File: config.mk
export PLATFORM = sky130hd
export DESIGN_NAME = mas_rr_arbiter
export DESIGN_NICKNAME = d
export VERILOG_FILES = /design/src/rtl/mas_rr_arbiter.sv
export SDC_FILE = /design/constraint.sdc
export NUM_CORES = 2
export LEC_CHECK = 0
export CORE_AREA = 3 3 460 462
export DETAILED_ROUTE_END_ITERATION = 12
export DIE_AREA = 0 0 463 465
export GPL_ROUTABILITY_DRIVEN = 0
export PLACE_DENSITY = 0.51
export RECOVER_POWER = 100
export SYNTH_ARGS = -nofsm -noshare
export SYNTH_HDL_FRONTEND = slang
export SYNTH_SLANG_ARGS = --single-unit
File: constraint.sdc
create_clock -name clk -period 5.5 [get_ports clk]
set_input_delay 0.55 -clock clk [delete_from_list [all_inputs] [get_ports clk]]
set_output_delay 0.55 -clock clk [all_outputs]
set_load 0.01 [all_outputs]
File: src/rtl/mas_rr_arbiter.sv
// mas_rr_arbiter: round-robin arbiter with burst lock and a registered single-entry output stage
module mas_rr_arbiter #(
    parameter int N_INPUTS   = 8,
    parameter int DATA_WIDTH = 128,
    parameter int MAX_BURST  = 4,
    parameter int IDX_W      = $clog2(N_INPUTS)
) (
    input  logic                           clk,
    input  logic                           rst,
    input  logic [N_INPUTS-1:0]            req,
    input  logic [N_INPUTS-1:0]            lock,
    input  logic [N_INPUTS*DATA_WIDTH-1:0] data_in,
    output logic [N_INPUTS-1:0]            grant,
    output logic                           out_valid,
    input  logic                           out_ready,
    output logic [DATA_WIDTH-1:0]          data_out,
    output logic [IDX_W-1:0]               out_src,
    output logic                           contended,
    output logic                           active
);
    logic [IDX_W-1:0]      r_ptr;
    logic [7:0]            r_burst;
    logic                  r_valid;
    logic [DATA_WIDTH-1:0] r_data;
    logic [IDX_W-1:0]      r_src;
    logic                  r_cont;
    logic                  w_load;
    logic                  w_hit;
    logic                  w_fire;
    logic                  w_lock;
    logic [IDX_W-1:0]      w_win;
    logic [IDX_W-1:0]      w_next;
    logic [DATA_WIDTH-1:0] w_data;

    function automatic int wrap(input int a);
        return (a >= N_INPUTS) ? a - N_INPUTS : a;
    endfunction

    // rotating priority search: the lowest offset from r_ptr with req set wins
    always_comb begin
        w_hit  = 1'b0;
        w_win  = '0;
        w_data = '0;
        for (int i = N_INPUTS - 1; i >= 0; i--) begin
            if (req[wrap(int'(r_ptr) + i)]) begin
                w_hit  = 1'b1;
                w_win  = IDX_W'(wrap(int'(r_ptr) + i));
                w_data = data_in[wrap(int'(r_ptr) + i) * DATA_WIDTH +: DATA_WIDTH];
            end
        end
    end

    assign w_load    = !r_valid || out_ready;
    assign w_fire    = w_load && w_hit && !rst;
    assign grant     = w_fire ? (N_INPUTS'(1) << w_win) : '0;
    assign w_lock    = lock[w_win] && (int'(r_burst) < MAX_BURST - 1);
    assign w_next    = (int'(w_win) == N_INPUTS - 1) ? '0 : w_win + 1'b1;
    assign out_valid = r_valid;
    assign data_out  = r_data;
    assign out_src   = r_src;
    assign contended = r_cont;
    assign active    = |req;

    // output stage and arbitration state; everything holds while downstream stalls
    always_ff @(posedge clk) begin
        if (rst) begin
            r_valid <= 1'b0;
            r_data  <= '0;
            r_src   <= '0;
            r_cont  <= 1'b0;
            r_ptr   <= '0;
            r_burst <= '0;
        end else if (w_load) begin
            r_valid <= w_hit;
            if (w_hit) begin
                r_data  <= w_data;
                r_src   <= w_win;
                r_cont  <= $countones(req) > 1;
                r_ptr   <= w_lock ? w_win : w_next;
                r_burst <= w_lock ? r_burst + 8'd1 : '0;
            end
        end
    end
endmodule

==> results.sh <==
export IMPL_clockPowerShare=0.043
export IMPL_p_per_area_nw_per_um2=514
export IMPL_cp_arrival_ps=4680
export IMPL_grt_first_pass_wirelength_um=381000
export IMPL_yosys_warnings=0
export IMPL_drt_first_pass_iters=6
export IMPL_critPathLaunch="r_ptr[1]$_SDFFE_PP0N_"
export IMPL_seq_area_frac_synth=0.0601
export IMPL_crit_fanout=9
export IMPL_syn_area_per_cell_um2=10.3
export IMPL_cts_htree_levels=4
export IMPL_synth_nets=5737
export IMPL_cts_setup_buffers=0
export IMPL_ctsRootBufferMaster="clkbuf_16"
export IMPL_cts_sinks=144
export IMPL_synthFlopType="dfxtp_1"
export IMPL_outcome="complete, but fails checks"
export IMPL_synth_common_cells="mux4_2, nand2_1, mux2i_1"
export IMPL_place_inst=8130
export IMPL_final_util=0.305
export IMPL_rsz0062_at_grt="false"
export IMPL_fp_dieH_um=465
export IMPL_drv_cap=2
export IMPL_path_clk_slew_ps=80
export IMPL_seqPwrFrac=0.061
export IMPL_p_switching_mw=17.9
export IMPL_final_cells=8276
export IMPL_overflow=0
export IMPL_nets=6427
export IMPL_critPathCapture="grant[2]"
export IMPL_synth_cell_types=68
export IMPL_synth_area_leaders="mux4_2, mux2i_1, dfxtp_1, nand2_1, clkbuf_1"
export IMPL_die_x_um=463
export IMPL_syn_inst=4671
export IMPL_power_frac_comb=0.896
export IMPL_syn_area_um2=48000
export IMPL_synthArstFlopShare=0
export IMPL_cts_tree="done"
export IMPL_p_sw_frac=0.550
export IMPL_routed_wl_um=272000
export IMPL_finalSetupViolations=0
export IMPL_reg2reg_slack_ps=290
export IMPL_initial_utilization=0.231
export IMPL_num_fill_cells=21200
export IMPL_crit_required_ps=4950
export IMPL_startpoint_type="flop"
export IMPL_worst_setup_path_end_kind="primary output"
export IMPL_clkLatencyLatePin_ps=550
export IMPL_fmax_mhz=191
export IMPL_drcViolationCount=0
export IMPL_crit_type="flop to primary output"
export IMPL_synth_most_common_cell="mux4_2"
export IMPL_cts_hold_buf=0
export IMPL_cpPeakStageDelay_ps=630
export IMPL_route_detailed_wl_per_inst_um=32.9
export IMPL_grt_antenna_before_repair=167
export IMPL_tns_ps=0
export IMPL_crit_chain="inv_1 -> ha_4 -> mux4_2 -> mux2_4 -> a2111oi_0 -> o21a_1 -> or4_1 -> clkbuf_1 -> ha_1 -> and3_1 -> clkdlybuf4s50_1"
export IMPL_cts_buffer_depth=2
export IMPL_num_vias=52700
export IMPL_slew_violations=177
export IMPL_yosys_area_top_type="mux4_2"
export IMPL_synth_edff_count=0
export IMPL_clock_skew_ps=19.1
export IMPL_violations="capacitance limit, slew limit"
export IMPL_yosys_register_bits=144
export IMPL_core_um2=207000
export IMPL_p_int_mw=14.6
export IMPL_slowest_stage="mux4_2"
export IMPL_cts_repair_resized=0
export IMPL_r2r_end="data_out[88]$_SDFFE_PP0N_"
export IMPL_track_usage=0.241
export IMPL_grt_max_degree=153
export IMPL_cts_buffers=17
export IMPL_ioPinCount=1185
export IMPL_p_leak_nw=20.5
export IMPL_r2r_start="r_ptr[1]$_SDFFE_PP0N_"
export IMPL_detail_route_antenna_nets=0
export IMPL_drt_iter0_drc=6307
export IMPL_reg2reg_depth=10
export IMPL_dieArea_um2=215000
export IMPL_port_buffers=1184
export IMPL_grt_pass1_vias=49500
export IMPL_ir_drop_uv=631
export IMPL_period_needed_ps=5230
export IMPL_timing_hold_ws_ps=458
export IMPL_power_mw=32.5
export IMPL_min_period_over_period=0.951
export IMPL_max_slew_margin=-0.524
export IMPL_hpwl_um=195000
export IMPL_viasPerCell=6.36
export IMPL_area_growth_pct=31.6
export IMPL_synth_top_area_frac=0.487
export IMPL_num_rows=167
export IMPL_hold_viol_final=0
export IMPL_hp_class="input pin to flop"
export IMPL_drive_gt1_frac=0.238
export IMPL_tightestPinTransition_ps=2280
## sequential cells by signal (all words and copies together) (netlist names)
name	flops
r_ptr	3
data_out	128
contended	1
r_burst	8
out_valid	1
out_src	3
## metal layers
layer / GRT usage / part of all wire
met5: 0 / 0.0017
met1: 0.288 / 0.36
met2: 0.391 / 0.48
met4: 0.143 / 0.058
met3: 0.0610 / 0.10
## area by class of cell
type                       instances  area (µm²)  share of cell area
antenna                          114         285             0.00452
clock buffer                      18         429             0.00679
clock inverter                    14         154             0.00244
inverter                          18        80.1             0.00127
multi-input combinational       3881       42700               0.676
sequential                       144        2890              0.0458
tap                             2788        3490              0.0552
timing repair buffer            1299       13100               0.208
## worst max-delay path: cells and delay by family, from the launching register on
family / cells / cell delay (ps)
and+or+nand+nor: 2 / 330
AOI/OAI and AO/OA: 2 / 750
buffers and inverters: 3 / 1060
DFF: 1 / 370
muxes: 2 / 980
adders and majority gates: 2 / 630
## per-stage QoR
| stage | worst slack, ps | instance area [µm²] |
|---|---|---|
| 6_report | 269 | 63200 |
| 5_1_grt | 37.9 | 63100 |
| 4_1_cts | 257 | 63000 |
| 3_5_place_dp | 573 | 62400 |
| 3_3_place_gp | 586 | 62400 |
| 2_1_floorplan | 219 | 48000 |
## cell usage in the layout (no fill, tap or decap), types with 15 or more instances in the layout
cell type / Yosys / final
buf_4: 2 / 65
ha_1: 19 / 17
clkdlybuf4s50_1: 0 / 1048
nor2_1: 147 / 145
diode_2: 0 / 114
o22ai_1: 127 / 127
a311oi_1: 131 / 131
and2_1: 69 / 65
buf_12: 0 / 37
a21oi_1: 203 / 203
a221oi_1: 65 / 65
mux2_2: 73 / 70
mux2i_1: 524 / 521
a22o_1: 64 / 64
a211oi_1: 71 / 71
nand3_1: 267 / 268
o221ai_1: 128 / 128
nand2_1: 662 / 659
dfxtp_1: 144 / 141
a2111oi_0: 64 / 65
o211ai_1: 69 / 69
clkbuf_16: 0 / 17
inv_1: 15 / 15
dlygate4sd3_1: 0 / 135
mux4_2: 1037 / 1035
a31oi_1: 66 / 66
## logic make-up after synthesis
family	Yosys count	synth area share
muxes	1635	0.614
and+or+nand+nor	1187	0.106
AOI/OAI and AO/OA	1026	0.158
buffers and inverters	646	0.0537
DFF	144	0.0601
adders and majority gates	23	0.00662
xor gates and xnor gates	10	0.00214
## worst min-delay path by stage
stage,from,end,slack [ps],cells past startpoint
after detailed placement,data_out[47]$_SDFFE_PP0N_,data_out[47]$_SDFFE_PP0N_,470,1
after global routing,rst,data_out[121]$_SDFFE_PP0N_,470,2
after CTS,rst,r_burst[0]$_SDFFE_PP0N_,470,2
after global placement,data_out[12]$_SDFFE_PP0N_,data_out[12]$_SDFFE_PP0N_,460,1
final,rst,data_out[121]$_SDFFE_PP0N_,460,2
after floorplan,r_burst[0]$_SDFFE_PP0N_,r_burst[0]$_SDFFE_PP0N_,460,2
## power by group through the flow
stage | clock (mW) | combinational, mW | sequential, mW
global route | 1.49 | 30.9 | 2.02
finish | 1.41 | 29.1 | 1.98
floorplan | 0 | 19.6 | 1.98
global placement | 0 | 28.6 | 2.04
CTS | 1.49 | 29.1 | 2.01
detailed placement | 0 | 29.0 | 2.03
(Power assumes the default switching activity.)
